<file path="src/rtl/fetch_prefetch_queue.sv">
// -----------------------------------------------------------------------------
// fetch_prefetch_queue
//
// Instruction-fetch front end.  It owns the fetch PC, issues one read at a time
// to a stalling instruction memory and buffers the returned instructions,
// together with their PCs, in a DEPTH-entry FIFO.  This decouples memory stalls
// from decode stalls.  A taken-branch redirect flushes the queue and squashes
// any read that is still in flight.
//
// Ports
//   clk             clock, all state updates on the rising edge
//   rst             synchronous active-high reset
//   redirect_valid  taken branch/jump: flush the queue and load redirect_pc
//   redirect_pc     redirect target address
//   halt            stop issuing new reads; an in-flight read still completes
//   imem_rd         read request to the instruction memory
//   imem_addr       read address, held constant while the read is outstanding
//   imem_stall      memory busy indication
//   imem_done       read data valid this cycle
//   imem_data       returned instruction
//   deq_ready       decode accepts the head entry
//   instr_valid     queue is non-empty
//   instr           head instruction
//   instr_pc        PC of the head instruction
//   instr_pc_next   instr_pc + PC_STEP, wrapping modulo 2^ADDR_W
// -----------------------------------------------------------------------------
module fetch_prefetch_queue #(
    parameter int unsigned       ADDR_W   = 32'd16,
    parameter int unsigned       INSTR_W  = 32'd16,
    parameter int unsigned       DEPTH    = 32'd4,
    parameter int unsigned       PC_STEP  = 32'd2,
    parameter logic [ADDR_W-1:0] RESET_PC = {ADDR_W{1'b0}}
) (
    input  logic               clk,
    input  logic               rst,
    input  logic               redirect_valid,
    input  logic [ADDR_W-1:0]  redirect_pc,
    input  logic               halt,
    output logic               imem_rd,
    output logic [ADDR_W-1:0]  imem_addr,
    input  logic               imem_stall,
    input  logic               imem_done,
    input  logic [INSTR_W-1:0] imem_data,
    input  logic               deq_ready,
    output logic               instr_valid,
    output logic [INSTR_W-1:0] instr,
    output logic [ADDR_W-1:0]  instr_pc,
    output logic [ADDR_W-1:0]  instr_pc_next
);

    localparam int unsigned       PTR_W    = $clog2(DEPTH);
    localparam int unsigned       CNT_W    = PTR_W + 32'd1;
    localparam logic [ADDR_W-1:0] STEP     = ADDR_W'(PC_STEP);
    localparam logic [CNT_W-1:0]  DEPTH_C  = CNT_W'(DEPTH);
    localparam logic [CNT_W-1:0]  CNT_ZERO = {CNT_W{1'b0}};
    localparam logic [CNT_W-1:0]  CNT_ONE  = {{(CNT_W-1){1'b0}}, 1'b1};
    localparam logic [PTR_W-1:0]  PTR_ZERO = {PTR_W{1'b0}};
    localparam logic [PTR_W-1:0]  PTR_ONE  = {{(PTR_W-1){1'b0}}, 1'b1};

    typedef enum logic [0:0] {
        S_IDLE = 1'b0,
        S_WAIT = 1'b1
    } state_t;

    // Registered state
    state_t             state_r;
    logic [ADDR_W-1:0]  fetch_pc_r;      // next address to request
    logic [ADDR_W-1:0]  addr_r;          // request address; equals fetch_pc_r in IDLE
    logic               squash_r;        // drop the outstanding response
    logic [CNT_W-1:0]   count_r;
    logic [PTR_W-1:0]   rd_ptr_r;
    logic [PTR_W-1:0]   wr_ptr_r;
    logic [INSTR_W-1:0] instr_mem_r [DEPTH];
    logic [ADDR_W-1:0]  pc_mem_r    [DEPTH];
    logic               instr_valid_r;
    logic [INSTR_W-1:0] instr_r;
    logic [ADDR_W-1:0]  instr_pc_r;
    logic [ADDR_W-1:0]  instr_pc_next_r;

    // Next-state / qualifier signals
    logic               issue_s;
    logic               push_s;
    logic               pop_s;
    state_t             state_nxt_s;
    logic               squash_nxt_s;
    logic [ADDR_W-1:0]  fetch_pc_nxt_s;
    logic [ADDR_W-1:0]  addr_nxt_s;
    logic [CNT_W-1:0]   count_nxt_s;
    logic [PTR_W-1:0]   rd_ptr_nxt_s;
    logic [PTR_W-1:0]   wr_ptr_nxt_s;
    logic [CNT_W-1:0]   remain_s;
    logic               head_load_s;
    logic [INSTR_W-1:0] head_instr_s;
    logic [ADDR_W-1:0]  head_pc_s;

    // The request is simply held until done, so stall carries no extra
    // information for this block.
    logic unused_stall_s;
    assign unused_stall_s = imem_stall;

    // Issue, push and pop qualification.  Only one read is ever outstanding
    // and issue happens from IDLE only, so the credit check against count_r
    // alone guarantees the response a free slot.
    always_comb begin
        issue_s = (state_r == S_IDLE) & ~rst & ~halt & ~redirect_valid
                  & (count_r < DEPTH_C);
        push_s  = (state_r == S_WAIT) & imem_done & ~squash_r & ~redirect_valid;
        pop_s   = (count_r != CNT_ZERO) & deq_ready & ~redirect_valid;
        imem_rd = ~rst & ((state_r == S_WAIT) | issue_s);
    end

    // Issue FSM next state and squash tracking
    always_comb begin
        state_nxt_s  = state_r;
        squash_nxt_s = squash_r;
        case (state_r)
            S_IDLE: begin
                squash_nxt_s = 1'b0;
                if (issue_s) begin
                    state_nxt_s = S_WAIT;
                end else begin
                    state_nxt_s = S_IDLE;
                end
            end
            S_WAIT: begin
                if (imem_done) begin
                    // Read completes; a redirect in the same cycle already
                    // blocked the push, so nothing is left to squash.
                    state_nxt_s  = S_IDLE;
                    squash_nxt_s = 1'b0;
                end else if (redirect_valid) begin
                    state_nxt_s  = S_WAIT;
                    squash_nxt_s = 1'b1;
                end else begin
                    state_nxt_s  = S_WAIT;
                    squash_nxt_s = squash_r;
                end
            end
            default: begin
                state_nxt_s  = S_IDLE;
                squash_nxt_s = 1'b0;
            end
        endcase
    end

    // Fetch PC and request address next values
    always_comb begin
        fetch_pc_nxt_s = fetch_pc_r;
        addr_nxt_s     = addr_r;
        if (redirect_valid) begin
            fetch_pc_nxt_s = redirect_pc;
        end else if (push_s) begin
            fetch_pc_nxt_s = fetch_pc_r + STEP;
        end else begin
            fetch_pc_nxt_s = fetch_pc_r;
        end
        // The address must stay put while a read is outstanding, even across
        // a redirect; otherwise it follows the fetch PC.
        if (state_nxt_s == S_WAIT) begin
            addr_nxt_s = addr_r;
        end else begin
            addr_nxt_s = fetch_pc_nxt_s;
        end
    end

    // Queue occupancy and pointer next values
    always_comb begin
        count_nxt_s  = count_r;
        rd_ptr_nxt_s = rd_ptr_r;
        wr_ptr_nxt_s = wr_ptr_r;
        if (redirect_valid) begin
            count_nxt_s  = CNT_ZERO;
            rd_ptr_nxt_s = PTR_ZERO;
            wr_ptr_nxt_s = PTR_ZERO;
        end else begin
            case ({push_s, pop_s})
                2'b10:   count_nxt_s = count_r + CNT_ONE;
                2'b01:   count_nxt_s = count_r - CNT_ONE;
                default: count_nxt_s = count_r;
            endcase
            if (pop_s) begin
                rd_ptr_nxt_s = rd_ptr_r + PTR_ONE;
            end else begin
                rd_ptr_nxt_s = rd_ptr_r;
            end
            if (push_s) begin
                wr_ptr_nxt_s = wr_ptr_r + PTR_ONE;
            end else begin
                wr_ptr_nxt_s = wr_ptr_r;
            end
        end
    end

    // Next head entry for the registered outputs.  If the queue would be
    // empty after the pop, the head is the entry being pushed right now.
    always_comb begin
        remain_s     = count_r - {{(CNT_W-1){1'b0}}, pop_s};
        head_load_s  = 1'b0;
        head_instr_s = instr_r;
        head_pc_s    = instr_pc_r;
        if (redirect_valid) begin
            head_load_s = 1'b0;
        end else if (remain_s != CNT_ZERO) begin
            head_load_s  = 1'b1;
            head_instr_s = instr_mem_r[rd_ptr_nxt_s];
            head_pc_s    = pc_mem_r[rd_ptr_nxt_s];
        end else if (push_s) begin
            head_load_s  = 1'b1;
            head_instr_s = imem_data;
            head_pc_s    = addr_r;
        end else begin
            head_load_s = 1'b0;
        end
    end

    // Queue storage; contents are don't-care until written
    always_ff @(posedge clk) begin
        if (push_s) begin
            instr_mem_r[wr_ptr_r] <= imem_data;
            pc_mem_r[wr_ptr_r]    <= addr_r;
        end
    end

    // Control state, pointers and registered head outputs
    always_ff @(posedge clk) begin
        if (rst) begin
            state_r         <= S_IDLE;
            fetch_pc_r      <= RESET_PC;
            addr_r          <= RESET_PC;
            squash_r        <= 1'b0;
            count_r         <= CNT_ZERO;
            rd_ptr_r        <= PTR_ZERO;
            wr_ptr_r        <= PTR_ZERO;
            instr_valid_r   <= 1'b0;
            instr_r         <= {INSTR_W{1'b0}};
            instr_pc_r      <= RESET_PC;
            instr_pc_next_r <= RESET_PC + STEP;
        end else begin
            state_r       <= state_nxt_s;
            fetch_pc_r    <= fetch_pc_nxt_s;
            addr_r        <= addr_nxt_s;
            squash_r      <= squash_nxt_s;
            count_r       <= count_nxt_s;
            rd_ptr_r      <= rd_ptr_nxt_s;
            wr_ptr_r      <= wr_ptr_nxt_s;
            instr_valid_r <= (count_nxt_s != CNT_ZERO);
            if (head_load_s) begin
                instr_r         <= head_instr_s;
                instr_pc_r      <= head_pc_s;
                instr_pc_next_r <= head_pc_s + STEP;
            end
        end
    end

    assign imem_addr     = addr_r;
    assign instr_valid   = instr_valid_r;
    assign instr         = instr_r;
    assign instr_pc      = instr_pc_r;
    assign instr_pc_next = instr_pc_next_r;

endmodule

</file>
<file path="config.mk">
export PLATFORM = sky130hd
export DESIGN_NAME = fetch_prefetch_queue
export DESIGN_NICKNAME = d
export VERILOG_FILES = /design/src/rtl/fetch_prefetch_queue.sv
export SDC_FILE = /design/constraint.sdc
export NUM_CORES = 1
export LEC_CHECK = 0
export CAP_MARGIN = 20
export CORE_ASPECT_RATIO = 1.25
export CORE_MARGIN = 4
export CORE_UTILIZATION = 56
export CTS_BUF_LIST = sky130_fd_sc_hd__clkbuf_16
export CTS_CLUSTER_SIZE = 25
export DETAILED_ROUTE_END_ITERATION = 10
export GPL_ROUTABILITY_DRIVEN = 0
export PLACE_DENSITY = 0.8
export SETUP_SLACK_MARGIN = 0.2
export SLEW_MARGIN = 20
export SYNTH_ARGS = -nofsm -noshare
export SYNTH_HDL_FRONTEND = slang
export SYNTH_SLANG_ARGS = --single-unit
export TNS_END_PERCENT = 100
</file>
<file path="constraint.sdc">
create_clock -name clk -period 4.31 [get_ports clk]
set_clock_uncertainty 0.1 [all_clocks]
set_input_delay 1.0775 -clock clk [delete_from_list [all_inputs] [get_ports clk]]
set_output_delay 1.0775 -clock clk [all_outputs]
set_load 0.05 [all_outputs]
</file>
Word-level counts from Yosys, hierarchy flattened
Memories as Yosys holds them, arrays and structs flattened. Cells that the tools add are included.

Register bits after elaboration: 90. Memories: 2. Logic and storage cells: 67. Bits of input ports: 39. Bits in writable memories: 128. Output and inout port bits: 66.

Memory list: instr_mem_r (depth 4, width 16, rd ports 1, clocked after Yosys merged registers in 0, wr ports 1, line 73) `logic [INSTR_W-1:0] instr_mem_r [DEPTH];`; pc_mem_r (depth 4, width 16, rd ports 1, clocked after Yosys merged registers in 0, wr ports 1, line 74) `logic [ADDR_W-1:0] pc_mem_r [DEPTH];`.

Reduce and logical (&&, ||, !) cells: 6. Multiplexer cells: 21. Equal/unequal tests: 3. Add/subtract/negate cells: 7. Bitwise logic cells: 16. Magnitude comparators: 1.

Operators by type and width (number): 16-bit two-way mux (7); 16-bit by 2-bit adder with 16-bit output, second input constant (2); 1-bit AND (10); 3-bit nonzero test (3); 1-bit two-way mux (8); 3-bit case mux with 2 select lines (1); 1-bit inverter (5); 2-bit by 1-bit adder with 2-bit output, second input constant (2); 2-bit two-way mux (2); 1-bit case mux with 2 select lines (2); 3-bit by 1-bit adder with 3-bit output, second input constant (1); 3-bit < comparator, second input constant (1); 3-bit two-way mux (1); 3-bit != test, second input constant (1); 3-bit AND reduction (1); 3-bit by 1-bit subtractor with 3-bit output (1); 3-bit by 1-bit subtractor with 3-bit output, second input constant (1); 2-bit by 1-bit equality test with 1-bit output, second input constant (1); 2-bit equality test, second input constant (1); 2-bit nonzero test (1); 2-bit OR reduction (1); 1-bit bitwise OR (1).

Depth between registers and ports, before layout
Gate-level depths: netlist (run 1). An unclocked memory read counts as a cell.

Depth in word-level cells: 9. Depth in mapped cells: 12.

Least setup slack after synthesis (run 1)
Ideal clock, no wire load.

Path type: input-to-output. Start point: in redirect_valid. End point: out imem_rd. Setup slack: 396 ps. Stages: 7. Arrival: 2737 ps. Buffers on the path: 4. Cells stage by stage: buf_2 -> buf_1 -> clkbuf_1 -> clkbuf_1 -> nor3_1 -> nor2_1 -> nor2_1.

Cells in the longest elaborated chain, start to end: 5.

RTL lines: start, declared (line 36) `input logic redirect_valid,`; 1-bit inverter (no source line); 1-bit AND (line 105) `issue_s = (state_r == S_IDLE) & ~rst & ~halt & ~redirect_valid`; 1-bit AND (line 106) `& (count_r < DEPTH_C);`; 1-bit bitwise OR (line 109) `imem_rd = ~rst & ((state_r == S_WAIT) | issue_s);`; 1-bit AND (line 109); end, declared (line 39) `output logic imem_rd,`.

Every way passes these cells.

Final worst setup path (run 1)
Start point: in halt. End point: out imem_rd.

Cells in the longest elaborated chain, start to end: 6.

RTL lines: start, declared (line 38) `input logic halt,`; 1-bit inverter (line 105); 1-bit AND (2 in a row) (line 105); 1-bit AND (line 106); 1-bit bitwise OR (line 109); 1-bit AND (line 109).

Every way passes these cells.

==> results of run 1 <==
stage by stage:
step           hold WS [ns]  utilization (%)
2_1_floorplan         0.369                -
3_3_place_gp          0.345             66.1
3_5_place_dp          0.346             66.1
4_1_cts               0.356             70.2
5_1_grt               0.373             70.2
6_report              0.350             70.2
flip-flops by register name (all words and copies together), names as in the netlist:
register       count
wr_ptr_r           2
imem_addr         16
rd_ptr_r           2
instr_pc_next     15
pc_mem_r          64
squash_r           1
instr_valid        1
count_r            3
fetch_pc_r        16
instr_mem_r       64
state_r            1
instr             16
instr_pc          16
worst min-delay path, cell delays in order, from the launching register on:
cell,delay (ns)
dfxtp_1,0.31
nand2_1,0.05
nand2_1,0.04
routing by layer:
layer | vias to the layer above | part of all wire, % | global-route usage, %
met5 | - | 0 | 0
li1 | 3376 | - | -
met1 | 3589 | 39 | 31.3
met2 | 310 | 51 | 43.6
met3 | 67 | 6.0 | 3.66
met4 | 0 | 4.0 | 10.8
layout make-up:
class                           instances  area (µm²)  area share (%)
Sequential cell                       217        5630            47.6
Multi-Input combinational cell        560        3740            31.6
Timing Repair Buffer                  163        1470            12.4
Clock buffer                           22         551            4.65
Tap cell                              220         275            2.33
Clock inverter                         18         144            1.22
Inverter                                5        18.8           0.159
worst min path at each step:
stage                                             start                       endpoint  cells past startpoint
final                     instr_pc_next[1]$_SDFFE_PP1P_  instr_pc_next[1]$_SDFFE_PP1P_                      2
after global routing      instr_pc_next[2]$_SDFFE_PP0P_  instr_pc_next[2]$_SDFFE_PP0P_                      2
after CTS                 instr_pc_next[1]$_SDFFE_PP1P_  instr_pc_next[1]$_SDFFE_PP1P_                      2
after detailed placement  instr_pc_next[1]$_SDFFE_PP1P_  instr_pc_next[1]$_SDFFE_PP1P_                      2
after global placement    instr_pc_next[4]$_SDFFE_PP0P_  instr_pc_next[4]$_SDFFE_PP0P_                      2
after floorplan                wr_ptr_r[1]$_SDFFE_PP0N_       wr_ptr_r[1]$_SDFFE_PP0N_                      2
logic make-up after synthesis:
kind of cell             Yosys count  share of synthesized area (%)
AO/OA/AOI/OAI                    175                           12.8
multiplexers                      76                           8.14
adder cells (fa/ha/maj)            7                          0.991
AND/OR/NAND/NOR                  274                           14.1
buffers and inverters             61                           2.66
XOR/XNOR                          28                           2.63
flip-flops                       217                           58.6
cell usage in the layout (no fill, tap or decap), types with 5 or more instances in the layout:
| cell type | synthesis | final |
|---|---|---|
| a2111oi_0 | 6 | 6 |
| a211oi_1 | 10 | 10 |
| a21oi_1 | 32 | 31 |
| a31oi_1 | 19 | 19 |
| and2_1 | 11 | 11 |
| and3_1 | 12 | 12 |
| and4_1 | 6 | 6 |
| buf_4 | 2 | 60 |
| clkbuf_16 | 0 | 22 |
| clkdlybuf4s50_1 | 0 | 101 |
| clkinv_1 | 1 | 5 |
| dfxtp_1 | 89 | 89 |
| edfxtp_1 | 128 | 128 |
| ha_1 | 6 | 6 |
| inv_1 | 4 | 10 |
| mux2_2 | 16 | 16 |
| mux2i_1 | 60 | 60 |
| nand2_1 | 78 | 78 |
| nand2b_1 | 6 | 6 |
| nand3_1 | 18 | 18 |
| nand3b_1 | 17 | 17 |
| nor2_1 | 74 | 73 |
| nor2b_1 | 11 | 11 |
| nor3_1 | 20 | 20 |
| o2111ai_1 | 5 | 5 |
| o211ai_1 | 6 | 6 |
| o21a_1 | 5 | 5 |
| o21ai_0 | 34 | 34 |
| o22a_1 | 15 | 15 |
| xnor2_1 | 18 | 18 |
| xor2_1 | 9 | 9 |
where the power goes:
group	switching [mW]	total [mW]	internal, mW
Sequential	0.0436	2.27	2.23
Clock	0.768	1.82	1.05
Combinational	0.176	0.288	0.111
Total	0.988	4.38	3.39
==> impl_metrics.py, run 1 <==
metrics = {
    "run_status": {
        "status": "complete, no violations",
    },
    "setup_path": {
        "required_ns": 3.13,
        "worstSetupEndpointType": "output pin",
        "timing.rr.start": "count_r[0]$_SDFF_PP0_",
        "worstRegToRegCells": 9,
        "cp_num_cells": 5,
        "worstPathArrival_ns": 2.67,
        "rrSetupSlack_ns": 0.88,
        "cp-endpoint": "imem_rd",
        "crit_fanout": 2,
        "critPathTopFamily": "buffers and inverters",
        "crit_buf_inv": 2,
        "crit_start": "halt",
        "path_cells": "clkdlybuf4s50_1, nor3_1, nor2_1, nor2_1, clkdlybuf4s50_1",
        "cp_slowest_cell": "clkdlybuf4s50_1",
        "startpoint_type": "input pin",
        "worstReg2RegEnd": "instr_pc_next[15]$_SDFFE_PP0P_",
        "worstSetupPathType": "input pin to output pin",
        "slowest_delay_ns": 0.84,
    },
    "clock_network": {
        "cts_tree": "yes",
        "cts_hold_buf": 0,
        "cts-resized-gates": 0,
        "clk_latency_ns": 0.51,
        "clk_pin_slew_ns": 0.06,
        "cts.sinks": 217,
        "post_cts_buffers": 0,
        "cts_buffers": 22,
        "clockBufferDepth": 3,
        "htree_levels": 1,
        "clk_root_buffer_cell": "clkbuf_16",
    },
    "cells_and_area": {
        "fillers": 1226,
        "area_growth_syn_to_layout_pct": 23.3,
        "design_area_mm2": 0.0118,
        "layout-drive-gt1-share_pct": 12.5,
        "antenna_cells": 0,
        "fin_cells": 1205,
        "nNetsFinal": 1015,
    },
    "die": {
        "dieHeight_um": 154,
        "die-area_mm2": 0.0193,
        "ios": 105,
        "dieWidth_um": 125,
        "core_mm2": 0.0168,
        "rows": 53,
        "start_util_pct": 57.0,
    },
    "drt": {
        "num_vias": 7342,
        "finalWirelength_mm": 24.7,
        "first_pass_iters": 4,
        "drcViolationCount": 0,
        "ant_nets": 0,
        "wl_per_cell_um": 20.5,
        "drtIter0Drc": 613,
        "viasPerCell": 6.09,
    },
    "min_path": {
        "hp-class": "flop to flop",
    },
    "timing": {
        "slew_violations": 0,
        "rsz0062_at_grt": "false",
        "setup_viol": 0,
        "finalHoldViolCount": 0,
        "finalSetupTns_ns": 0,
        "worst_slack_ns": 0.464,
        "min_period_ns": 3.85,
        "worst_pin_slew_ns": 0.963,
        "max-slew-margin-rel_pct": 35.8,
        "max_freq_mhz": 260,
        "finalCritPeriodShare_pct": 89.2,
    },
    "power_and_ir_drop": {
        "p_leak_nw": 4.01,
        "peakVddDrop_uv": 364,
        "power.total_mw": 4.38,
        "pwr_density_cell_mw_per_mm2": 370,
    },
    "grt": {
        "grt_usage_pct": 25.1,
        "antenna_found_initial": 0,
        "first_global_vias": 7264,
        "grt_max_degree": 72,
        "grt_overflow_total": 0,
        "grt_pass1_wl_mm": 38.9,
    },
    "placed_design": {
        "dp_slack_ns": 0.0339,
        "dpl.hpwl_mm": 16.6,
        "placedCellCount": 1165,
        "portBuffers": 103,
        "dpl_cell_area_mm2": 0.0111,
    },
    "yosys": {
        "yosys.area.top_type_share_pct": 40.1,
        "syn_nets": 884,
        "synthTopCellsByArea": "edfxtp_1 40%, dfxtp_1 19%, mux2i_1 6.3%, nand2_1 3.1%, nor2_1 2.9%",
        "synth_common_cells": "128 x edfxtp_1, 89 x dfxtp_1, 78 x nand2_1, 74 x nor2_1, 60 x mux2i_1",
        "ys_seq_area_share_pct": 58.6,
        "postSynth.asyncResetShare_pct": 0,
        "syn_area_per_cell_um2": 11.4,
        "synthCells": 838,
        "yosys_warnings": 0,
        "ys_dominant_reg_cell": "edfxtp_1",
        "synth_top_area_cell": "edfxtp_1",
        "synth_most_common_cell": "edfxtp_1",
        "synth_seq_cells": 217,
        "synth_area_mm2": 0.00959,
        "synth_edf_count": 128,
        "synth_cell_types": 73,
    },
    "job": {
        "cap_violations": 0,
    },
}
Power figures use the tool's default switching activity.
==> run 2, diff against run 1 <==
- REMOVE_ABC_BUFFERS: not set -> 1
- SLEW_MARGIN: 20 -> not set
==> run 2 against run 1 <==
Power rose by 1.0%; via count fell by 1.2%; first-iteration DRC count rose by 17%; sequential cell count did not move; critical path depth did not move; global-route usage rose by 0.19 points; sequential power barely moved; routed wire length barely moved; clock power rose by 3%; largest cell class unchanged.
==> impl_metrics.py, run 2 (synthesis results as in run 1) <==
metrics = {
    "drt": {
        "first_pass_iters": 5,
        "drcViolationCount": 0,
        "finalWirelength_mm": 24.8,
        "num_vias": 7252,
        "drtIter0Drc": 717,
        "viasPerCell": 6.05,
        "ant_nets": 0,
        "wl_per_cell_um": 20.7,
    },
    "grt": {
        "grt_max_degree": 44,
        "grt_pass1_wl_mm": 39.4,
        "grt_overflow_total": 0,
        "antenna_found_initial": 0,
        "grt_usage_pct": 25.3,
        "first_global_vias": 7390,
    },
    "cells_and_area": {
        "final_common_cell": "edfxtp_1",
        "final_cell_mix": "128 x edfxtp_1, 101 x clkdlybuf4s50_1, 89 x dfxtp_1, 78 x nand2_1, 73 x nor2_1",
        "fin_util_pct": 70.5,
        "fillers": 1230,
        "antenna_cells": 0,
        "fin_cells": 1199,
        "layout-drive-gt1-share_pct": 12.4,
        "nNetsFinal": 1009,
        "top_regs": "instr_mem_r (64), pc_mem_r (64)",
        "area_growth_syn_to_layout_pct": 23.7,
    },
    "clock_network": {
        "cts_buffers": 22,
        "post_cts_buffers": 0,
        "clk_pin_slew_ns": 0.06,
        "cts-resized-gates": 0,
        "cts_hold_buf": 0,
        "clockBufferDepth": 3,
        "htree_levels": 1,
        "cts_tree": "yes",
        "clk_root_buffer_cell": "clkbuf_16",
        "cts.sinks": 217,
        "clk_latency_ns": 0.50,
    },
    "setup_path": {
        "worstRegToRegCells": 11,
        "worstPathArrival_ns": 2.65,
        "startpoint_type": "input pin",
        "worstReg2RegEnd": "instr_pc_next[9]$_SDFFE_PP0P_",
        "worstSetupEndpointType": "output pin",
        "worstSetupPathType": "input pin to output pin",
        "rrSetupSlack_ns": 0.76,
        "crit_fanout": 2,
        "timing.rr.start": "count_r[0]$_SDFF_PP0_",
        "required_ns": 3.13,
    },
    "power_and_ir_drop": {
        "p_int_mw": 3.44,
        "swShare_pct": 22.3,
        "peakVddDrop_uv": 287,
        "p_leak_nw": 4.03,
        "p_comb_share_pct": 6.5,
        "seqPwrFrac_pct": 51.4,
        "p_clk_share_pct": 42.2,
        "p_switching_uw": 987,
        "pwr_density_cell_mw_per_mm2": 373,
    },
    "timing": {
        "worst_pin_slew_ns": 0.866,
        "max-slew-margin-rel_pct": 42.3,
        "fin_hold_ws_ns": 0.350,
        "slew_violations": 0,
        "finalSetupTns_ns": 0,
        "max_freq_mhz": 261,
        "finalHoldViolCount": 0,
        "finalCritPeriodShare_pct": 88.9,
        "rsz0062_at_grt": "false",
        "min_period_ns": 3.83,
        "setup_viol": 0,
    },
    "placed_design": {
        "dpl.hpwl_mm": 16.3,
        "portBuffers": 103,
        "placedCellCount": 1159,
    },
    "min_path": {
        "holdPathEnd": "instr_pc_next[1]$_SDFFE_PP1P_",
        "worstHoldStart": "instr_pc_next[1]$_SDFFE_PP1P_",
        "hp-class": "flop to flop",
        "worstHoldPathCells": 2,
    },
    "die": {
        "dieWidth_um": 125,
        "start_util_pct": 57.0,
        "rows": 53,
        "ios": 105,
        "die-area_mm2": 0.0193,
        "core_mm2": 0.0168,
        "dieHeight_um": 154,
    },
    "run_status": {
        "status": "complete, no violations",
    },
    "job": {
        "cap_violations": 0,
    },
}
run 2: cell count changes in the layout (fill, tap and decap cells not counted), sizes merged:
cell / delta
clkinvlp: -2
bufinv: -1
clkinv: -3
inv: +3
clkbuf: +3
buf: -6
run 2: worst max-delay path by stage:
stage,endpoint,slack [ns],start,depth (start not counted)
final,imem_rd,0.48,halt,5
after global routing,imem_rd,0.36,halt,5
after floorplan,instr_pc_next[15]$_SDFFE_PP0P_,-0.65,redirect_valid,8
after CTS,imem_rd,0.49,halt,5
after detailed placement,instr_pc_next[14]$_SDFFE_PP0P_,0.12,deq_ready,11
after global placement,instr_pc_next[14]$_SDFFE_PP0P_,0.16,deq_ready,11
run 2: layout make-up:
class	instances	area (µm²)	share of cell area (%)
Clock buffer	25	626	5.27
Clock inverter	15	88.8	0.749
Inverter	5	18.8	0.158
Multi-Input combinational cell	560	3740	31.5
Sequential cell	217	5630	47.4
Tap cell	220	275	2.32
Timing Repair Buffer	157	1490	12.5
run 2: power groups by stage:
stage / clock (mW) / sequential (mW) / combinational (mW)
floorplan: 0 / 2.36 / 0.0798
global placement: 0 / 2.31 / 0.280
detailed placement: 0 / 2.31 / 0.284
CTS: 1.88 / 2.27 / 0.287
global route: 1.98 / 2.27 / 0.304
finish: 1.87 / 2.27 / 0.287
run 2: worst max-delay path, stage by stage:
cell	delay, ns
clkdlybuf4s50_1	0.44
nor3_1	0.14
nor2_1	0.06
nor2_1	0.11
clkdlybuf4s50_1	0.82
run 2: through the flow:
| stage | worst slack (ns) | area (µm²) | power, mW |
|---|---|---|---|
| after global placement | 0.158 | 11200 | 2.59 |
| final | 0.479 | 11900 | 4.42 |
| after floorplan | -0.649 | 9360 | 2.44 |
| after CTS | 0.486 | 11900 | 4.44 |
| after detailed placement | 0.122 | 11200 | 2.60 |
| after global routing | 0.361 | 11900 | 4.56 |
run 2: routing by layer:
metal,vias up,global-route usage (%),wire (µm)
met5,-,0,0
met4,0,8.47,601
met3,54,3.80,1600
met2,283,46.0,12900
met1,3538,30.6,9660
li1,3377,-,-
